===== src/rtl/fifo_rr_arbiter.sv =====
// fifo_rr_arbiter: shares the producer port of one fifo between N_REQ requesters.
// Round-robin arbitration with burst locking. A grant holds for at most MAX_BURST
// consecutive transfers. The data/handshake path is purely combinational.
// Optional feature macro: FIFO_ARB_STATS_EN adds per-requester saturating
// transfer counters on port xfer_cnt.
module fifo_rr_arbiter #(
    parameter int unsigned N_REQ     = 4,
    parameter int unsigned T_SIZE    = 3,
    parameter int unsigned MAX_BURST = 4,
    parameter int unsigned LOG_N     = (N_REQ > 1) ? $clog2(N_REQ) : 1,
    parameter int unsigned CNT_W     = 16
) (
    input  logic                       clk,
    input  logic                       rst,
    input  logic [N_REQ-1:0]           r2a_irdy,
    input  logic [N_REQ*T_SIZE-1:0]    r2a_data,
    output logic [N_REQ-1:0]           a2r_trdy,
    output logic                       a2f_irdy,
    output logic [T_SIZE-1:0]          a2f_data,
    input  logic                       f2a_trdy,
    output logic [LOG_N-1:0]           grant_id,
`ifdef FIFO_ARB_STATS_EN
    output logic                       busy,
    output logic [N_REQ*CNT_W-1:0]     xfer_cnt
`else
    output logic                       busy
`endif
);

    // Burst counter must be able to hold MAX_BURST itself.
    localparam int unsigned BW = (MAX_BURST > 1) ? $clog2(MAX_BURST + 1) : 1;

    localparam logic ST_IDLE  = 1'b0;
    localparam logic ST_BURST = 1'b1;

    logic             st_q,    st_d;
    logic [LOG_N-1:0] ptr_q,   ptr_d;
    logic [LOG_N-1:0] owner_q, owner_d;
    logic [BW-1:0]    bcnt_q,  bcnt_d;

    logic [T_SIZE-1:0] req_data [N_REQ];
    logic [LOG_N-1:0]  search_idx;
    logic              search_hit;
    logic [LOG_N-1:0]  grant;
    logic              req_valid;
    logic              xfer;
    logic              owner_irdy;

    // Wrap-around successor of a requester index.
    function automatic logic [LOG_N-1:0] next_idx(input logic [LOG_N-1:0] idx);
        int unsigned n;
        n = (32'(idx) + 32'd1) % N_REQ;
        return LOG_N'(n);
    endfunction

    // Unpack the flat data bus into one word per requester.
    for (genvar g = 0; g < N_REQ; g++) begin : g_unpack
        assign req_data[g] = r2a_data[g*T_SIZE +: T_SIZE];
    end

    // Round-robin search starting at ptr; first requesting index wins.
    always_comb begin
        int unsigned idx;
        search_hit = 1'b0;
        search_idx = '0;
        idx        = 0;
        for (int unsigned k = 0; k < N_REQ; k++) begin
            idx = (32'(ptr_q) + k) % N_REQ;
            if (!search_hit && r2a_irdy[LOG_N'(idx)]) begin
                search_hit = 1'b1;
                search_idx = LOG_N'(idx);
            end
        end
    end

    assign owner_irdy = r2a_irdy[owner_q];

    // Select grantee and its valid; in BURST every other requester is ignored.
    always_comb begin
        if (st_q == ST_BURST) begin
            grant     = owner_q;
            req_valid = owner_irdy;
        end else begin
            grant     = search_idx;
            req_valid = search_hit;
        end
    end

    // Fifo-facing and requester-facing outputs; all forced to zero during reset.
    always_comb begin
        a2f_irdy = 1'b0;
        a2f_data = '0;
        a2r_trdy = '0;
        grant_id = '0;
        busy     = 1'b0;
        xfer     = 1'b0;
        if (!rst) begin
            a2f_irdy = req_valid;
            busy     = (st_q == ST_BURST);
            xfer     = req_valid & f2a_trdy;
            if (req_valid) begin
                a2f_data = req_data[grant];
                grant_id = grant;
            end
            a2r_trdy[grant] = xfer;
        end
    end

    // Next-state logic for the arbitration FSM, pointer, owner and burst count.
    always_comb begin
        st_d    = st_q;
        ptr_d   = ptr_q;
        owner_d = owner_q;
        bcnt_d  = bcnt_q;
        unique case (st_q)
            ST_IDLE: begin
                if (xfer) begin
                    if (MAX_BURST == 1) begin
                        ptr_d = next_idx(grant);
                    end else begin
                        owner_d = grant;
                        bcnt_d  = BW'(1);
                        st_d    = ST_BURST;
                    end
                end
            end
            ST_BURST: begin
                if (!owner_irdy) begin
                    // Owner went away: release with one bubble cycle.
                    ptr_d = next_idx(owner_q);
                    st_d  = ST_IDLE;
                end else if (xfer) begin
                    bcnt_d = bcnt_q + BW'(1);
                    if (bcnt_q + BW'(1) == BW'(MAX_BURST)) begin
                        ptr_d = next_idx(owner_q);
                        st_d  = ST_IDLE;
                    end
                end
            end
            default: begin
                st_d = ST_IDLE;
            end
        endcase
    end

    // State registers with synchronous reset; a partial burst is abandoned.
    always_ff @(posedge clk) begin
        if (rst) begin
            st_q    <= ST_IDLE;
            ptr_q   <= '0;
            owner_q <= '0;
            bcnt_q  <= '0;
        end else begin
            st_q    <= st_d;
            ptr_q   <= ptr_d;
            owner_q <= owner_d;
            bcnt_q  <= bcnt_d;
        end
    end

`ifdef FIFO_ARB_STATS_EN
    // Per-requester accepted-transfer counters, saturating at all-ones.
    for (genvar g = 0; g < N_REQ; g++) begin : g_stats
        logic [CNT_W-1:0] cnt_q;

        // Count each accepted word until saturated.
        always_ff @(posedge clk) begin
            if (rst) begin
                cnt_q <= '0;
            end else if (a2r_trdy[g] && (cnt_q != {CNT_W{1'b1}})) begin
                cnt_q <= cnt_q + CNT_W'(1);
            end
        end

        assign xfer_cnt[g*CNT_W +: CNT_W] = cnt_q;
    end
`endif

    // Handshake sanity: at most one acceptance per cycle, only on a real transfer.
    a_trdy_onehot: assert property (@(posedge clk) disable iff (rst) $onehot0(a2r_trdy));
    a_trdy_xfer: assert property (@(posedge clk) disable iff (rst)
        (|a2r_trdy) |-> (a2f_irdy && f2a_trdy));
    a_xfer_trdy: assert property (@(posedge clk) disable iff (rst)
        (a2f_irdy && f2a_trdy) |-> (|a2r_trdy));

endmodule


===== config.mk =====
export PLATFORM = sky130hd
export DESIGN_NAME = fifo_rr_arbiter
export DESIGN_NICKNAME = d
export VERILOG_FILES = /design/src/rtl/fifo_rr_arbiter.sv
export SDC_FILE = /design/constraint.sdc
export NUM_CORES = 1
export LEC_CHECK = 0
export ABC_AREA = 1
export CELL_PAD_IN_SITES_DETAIL_PLACEMENT = 0
export CELL_PAD_IN_SITES_GLOBAL_PLACEMENT = 1
export CORE_MARGIN = 1.5
export CORE_UTILIZATION = 31
export CTS_CLUSTER_DIAMETER = 80
export DETAILED_ROUTE_END_ITERATION = 12
export PLACE_DENSITY_LB_ADDON = 0.1
export SLEW_MARGIN = 20
export SYNTH_ARGS = -nofsm -noshare
export SYNTH_HDL_FRONTEND = slang
export SYNTH_SLANG_ARGS = --single-unit

===== constraint.sdc =====
create_clock -name clk -period 1.8 [get_ports clk]
set_input_delay 0.18 -clock clk [delete_from_list [all_inputs] [get_ports clk]]
set_output_delay 0.18 -clock clk [all_outputs]
set_load 0.1 [all_outputs]

==> results.cfg, run 1 <==
[clock_tree]
cts_buffer_depth = 2
root_buffer = clkbuf_4
cts_made_buffers = 3
clk_latency_ps = 260
cts_htree_levels = 1
ctsHoldBuffers = 0
cts_tree = done
clk_pin_slew_ps = 60
cts_sinks = 8

[drt]
drc = 0
ant_nets = 0
first_iter_violations = 26
vias = 1215
post_drt_wl_per_cell_um = 11.32
drt-total-wl_um = 3001
avgViaCountPerCell = 4.585
dr.pass1.iters = 4

[final_layout]
antenna_cells = 0
syn2layout_area_growth_pct = 92.06
regArea_sq_um = 165.2
multiInputGateArea_sq_um = 942.2
fin_area_sq_um = 1937
layout.nets = 244
fillCellCount = 295
drive_above_1_share_pct = 54.75
fin_util_pct = 62.93
layout.cells.non_filler = 265

[hold_path]
min_path_cells = 2
min_from = bcnt_q[2]$_SDFFE_PP0P_
min_to = bcnt_q[2]$_SDFFE_PP0P_
hp-class = reg2reg

[power_and_ir_drop]
intPower_uw = 633.5
power.switching_uw = 635.5
total_power_uw = 1269
pwr-share-comb_pct = 73.1
power_leakage_uw = 0.0008705
power_frac_clock_pct = 11.1
swShare_pct = 50.08
vdd_drop_max_uv = 359.9
share_seq_of_total_power_pct = 15.8
pwr_density_cell_nw_per_um2 = 655.2

[yosys]
yosysSeqAreaShare_pct = 15.88
syn_area_sq_um = 1008
synth_cell_type_count = 27
ys_warn_count = 0
ys_seq_elements = 8
syn_area_per_cell_sq_um = 6.149
synth_cells = 164
syn_nets = 185

[setup_path]
path_class = reg2out
crit_top_cell = nand2_2
cp_data_required_time_ps = 1620
r2r_end = owner_q[0]$_SDFFE_PP0P_
reg2regPathDepth = 15
cp_num_buf_inv = 3
crit_family = simple AND/OR/NAND/NOR gates
cp-start-kind = register
max_stage_delay_ps = 420
critPathCaptureType = primary output
crit_arrival_ps = 2130
timing.rr.start = ptr_q[0]$_SDFFE_PP0P_
r2r_slack_ps = -310
worst_path_max_delay_cell = dfxtp_4
crit_chain = buf_6 > nand2_2 > nand2_2 > nand2_2 > nand2_4 > nand3_4 > nor2_4 > nor2_2 > nor2_2 > nor2_4 > clkinv_4 > nand2_2 > a21oi_4 > buf_12
cp_max_fo = 6

[flow_run]
cap_violations = 0

[sta]
rsz0062_at_grt = yes
max_clock_freq_mhz = 432.6
finalCritPeriodShare_pct = 128.4
clock_skew_ps = 10.41
period_minus_slack_ps = 2312
setup_ws_ps = -511.8
setup_viol = 11
worst_slew_margin_rel_pct = 83.77
slew_violations = 0
setup-tns-final_ps = -4839
hold_viol = 0
worstMarginPinSlew_ps = 241.8

[floorplanning]
coreArea_sq_um = 3078
initial_core_util_pct = 32.76
die_h_um = 60.04
io_pins = 30
die-area_sq_um = 3604
die_w_um = 60.04
rows = 20

[status]
status = finished with violations
violations = setup timing

[place]
post-place-cells = 255
placed_area_sq_um = 1752
place.port_buffers = 29
gp_congestion = 0.8199
hpwl_um = 2362

[global_routing]
grt-ovfl-total = 0
grt.total_usage_pct = 17.02
grt_pass1_wl_um = 4767
grt_max_degree = 10
antenna_found_initial = 0
grt_pass1_vias = 1141
[cell usage in the layout, fill, tap and decap left out]
cell type / synthesis / final
nand3_4: 2 / 2
clkdlybuf4s50_1: 0 / 18
a21oi_1: 10 / 4
nor2_1: 11 / 6
dfxtp_1: 8 / 6
nand3b_1: 1 / 1
dfxtp_4: 0 / 1
nor2_4: 3 / 6
nand2_8: 1 / 1
inv_1: 14 / 9
a21oi_2: 3 / 6
and2_4: 1 / 1
nand4_1: 4 / 4
buf_4: 0 / 23
inv_8: 1 / 1
a21oi_4: 0 / 3
inv_2: 5 / 8
ha_1: 2 / 2
nand3_2: 2 / 8
buf_12: 0 / 12
clkinvlp_4: 0 / 1
buf_6: 2 / 6
o21ai_1: 0 / 2
xnor2_1: 2 / 2
clkbuf_4: 0 / 3
nand3_1: 17 / 11
nand2_4: 3 / 8
nand2_2: 11 / 22
nor3_4: 0 / 4
nand2_1: 48 / 32
clkinv_4: 0 / 1
dfxtp_2: 0 / 1
o21ai_0: 5 / 3
nor2_2: 1 / 3
[routing by layer]
metal  GRT usage [%]  share of wire, %  wire, um
met1           23.52                47      1421
met2           28.11                50      1509
met3          0.8658               1.6        49
met4           5.714              0.67        20
met5               0                 0         0
[final cells by class]
cell class | count | area share (%)
Tap cell | 44 | 2.842
Multi-Input combinational cell | 131 | 48.64
Clock buffer | 3 | 1.163
Inverter | 20 | 4.716
Timing Repair Buffer | 59 | 34.11
Sequential cell | 8 | 8.527
[cell families after synthesis]
logic type	Yosys count	share of synthesized area [%]
xor+xnor	2	1.737
buf+inv	25	11.79
flops	8	15.88
simple gates	109	58.06
fa+ha+maj	2	2.481
compound gates	18	10.05
[worst register-to-register path, stage by stage, from the launching register on]
cell and delay (ps):
dfxtp_4 420, buf_6 140, nand2_2 50, nand2_2 90
nand2_2 70, nand2_4 80, nand3_4 100, nor2_4 130
nor2_4 80, nand2_4 110, clkinvlp_4 160, buf_4 160
buf_4 130, buf_4 120, o21ai_1 110, a21oi_1 50
[timing repair]
| action | 4_1_cts | 5_1_grt |
|---|---|---|
| gates cloned | 0 | 0 |
| endpoints found under the setup margin | 14 | 17 |
| resized for setup | 5 | 34 |
| pin swaps | 3 | 24 |
| buffers inserted | 3 | 7 |
[per-stage QoR]
| step | hold WS (ps) | setup slack (ps) |
|---|---|---|
| after floorplan | 340.0 | -567.1 |
| after global placement | 466.5 | -455.9 |
| after detailed placement | 479.1 | -469.4 |
| after CTS | 488.2 | -466.7 |
| after global routing | 508.4 | -627.1 |
| final | 488.5 | -511.8 |
[power groups by stage]
| stage | clock (uW) | sequential [uW] | combinational [uW] |
|---|---|---|---|
| floorplan | 0 | 197 | 568 |
| global placement | 0 | 205 | 842 |
| detailed placement | 0 | 206 | 847 |
| CTS | 146 | 201 | 878 |
| global route | 151 | 202 | 985 |
| finish | 141 | 200 | 927 |
[worst max-delay path by stage]
stage               slack (ps)          end             startpoint  depth (start not counted)
floorplan                 -570  a2r_trdy[0]  ptr_q[0]$_SDFFE_PP0P_                         13
global placement          -460  a2f_data[2]            r2a_irdy[1]                         15
detailed placement        -470  a2f_data[0]            r2a_irdy[0]                         15
CTS                       -470  a2f_data[0]  ptr_q[0]$_SDFFE_PP0P_                         14
global route              -630  a2f_data[2]  ptr_q[0]$_SDFFE_PP0P_                         14
finish                    -510  a2f_data[2]  ptr_q[0]$_SDFFE_PP0P_                         14
[registers in the layout, indices dropped and copies added (netlist names)]
register	cells
bcnt_q	3
owner_q	2
ptr_q	2
st_q	1
[synth_stat cells]
master	n	area, sq um
nand2_1	48	180.2
nand3_1	17	85.08
inv_1	14	52.55
nand2_2	11	68.82
nor2_1	11	41.29
a21oi_1	10	50.05
dfxtp_1	8	160.2
inv_2	5	18.77
o21ai_0	5	25.02
nand4_1	4	25.02
nor3_1	4	20.02
a21oi_2	3	26.28
nand2_4	3	33.78
nor2_4	3	33.78
buf_6	2	22.52
ha_1	2	25.02
nand3_2	2	20.02
nand3_4	2	35.03
xnor2_1	2	17.52
and2_4	1	8.760
buf_1	1	3.750
buf_2	1	5.000
clkbuf_2	1	5.000
inv_8	1	11.26
nand2_8	1	20.02
nand3b_1	1	7.510
nor2_2	1	6.260
Power figures use the tool's default switching activity.
==> run 2, diff against run 1 <==
- SKIP_CTS_REPAIR_TIMING: default -> 1
==> results.cfg, run 2 (synthesis results as in run 1) <==
[place]
place.port_buffers = 29
hpwl_um = 2362
gp_congestion = 0.8199
placed_area_sq_um = 1752

[hold_path]
hp-class = reg2reg

[sta]
setup_ws_ps = -482.6
hold_viol = 0
finalCritPeriodShare_pct = 126.8
max_clock_freq_mhz = 438.1
worstMarginPinSlew_ps = 237.5
rsz0062_at_grt = yes
setup-tns-final_ps = -4739
whs_ps = 487.3
worst_slew_margin_rel_pct = 84.11
setup_viol = 14
slew_violations = 0
period_minus_slack_ps = 2283
clock_skew_ps = 7.430

[clock_tree]
cts_htree_levels = 1
cts_made_buffers = 3
cts_sinks = 8
root_buffer = clkbuf_4
clk_latency_ps = 260
cts_tree = done
cts_buffer_depth = 2
clk_pin_slew_ps = 60

[power_and_ir_drop]
pwr_density_cell_nw_per_um2 = 642.7
power_leakage_uw = 0.0008694
total_power_uw = 1265
vdd_drop_max_uv = 349.5

[global_routing]
grt_pass1_vias = 1122
antenna_found_initial = 0
grt-ovfl-total = 0
grt_pass1_wl_um = 4692
grt.total_usage_pct = 16.75
grt_max_degree = 10

[final_layout]
top_regs = bcnt_q (3), owner_q (2), ptr_q (2)
largest_reg_flops = 3
regMostFlops = bcnt_q
antenna_cells = 0
fin_area_sq_um = 1968
syn2layout_area_growth_pct = 95.16
layout_common_cells = nand2_1 (26), nand2_2 (21), buf_4 (20)
fillCellCount = 284
layout.nets = 241
final_common_cell = nand2_1
drive_above_1_share_pct = 55.05

[status]
status = finished with violations
violations = setup timing

[drt]
vias = 1206
drt-total-wl_um = 2997
first_iter_violations = 41
avgViaCountPerCell = 4.603
dr.pass1.iters = 4
post_drt_wl_per_cell_um = 11.44
drc = 0
ant_nets = 0

[floorplanning]
die_w_um = 60.04
rows = 20
initial_core_util_pct = 32.76
die-area_sq_um = 3604
io_pins = 30
coreArea_sq_um = 3078
die_h_um = 60.04

[setup_path]
crit_arrival_ps = 2100
cp_data_required_time_ps = 1620
critPathCaptureType = primary output
path_class = reg2out
cp-start-kind = register
cp_max_fo = 8

[flow_run]
cap_violations = 0
[run 2: layout make-up]
cell class	count	area [sq um]	area share, %
Multi-Input combinational cell	131	983.4	49.97
Tap cell	44	55.05	2.797
Inverter	20	92.59	4.704
Clock buffer	3	22.52	1.144
Timing Repair Buffer	56	646.9	32.87
Sequential cell	8	167.7	8.519
[run 2: worst paths after layout]
path / start / end / slack (ps) / cells past startpoint
worst max-delay path: ptr_q[0]$_SDFFE_PP0P_ / a2r_trdy[1] / -480 / 12
worst min-delay path: bcnt_q[2]$_SDFFE_PP0P_ / bcnt_q[2]$_SDFFE_PP0P_ / 490 / 2
worst max register to register: ptr_q[0]$_SDFFE_PP0P_ / owner_q[0]$_SDFFE_PP0P_ / -70 / 14
worst min register to register: bcnt_q[2]$_SDFFE_PP0P_ / bcnt_q[2]$_SDFFE_PP0P_ / 490 / 2
[run 2: layer usage]
layer  global-route usage, %  share of wire, %  wire length (um)  vias to the layer above
met3                  0.8658               2.3                70                        2
met2                   27.80                50              1508                       19
met4                   5.714              0.67                20                        0
met1                   23.00                47              1399                      547
met5                       0                 0                 0                        -
li1                        -                 -                 -                      638
[run 2: through the flow]
| stage | util (%) | cells | setup slack [ps] |
|---|---|---|---|
| floorplan | - | 164 | -567.1 |
| global placement | 56.91 | 255 | -455.9 |
| detailed placement | 56.91 | 255 | -469.4 |
| CTS | 57.64 | 258 | -551.0 |
| global route | 63.94 | 262 | -600.0 |
| finish | 63.94 | 262 | -482.6 |
[run 2: worst max-delay path, cell delays in order, from the launching register on]
cell	delay, ps
dfxtp_4	350
buf_4	160
nand2_2	90
nand2_4	70
nand2_4	80
nand2_4	70
nand3_4	110
nor2_4	50
nor2_4	180
nand2_4	100
buf_4	180
nor3_4	210
buf_12	200
[run 2: report_power, final]
part / internal, uW / leakage, uW / total (uW) / switching [uW]
combinational: 365 / 0.000789 / 927 / 562
sequential: 185 / 0.0000667 / 197 / 11.3
clock: 76.5 / 0.0000138 / 141 / 64.3
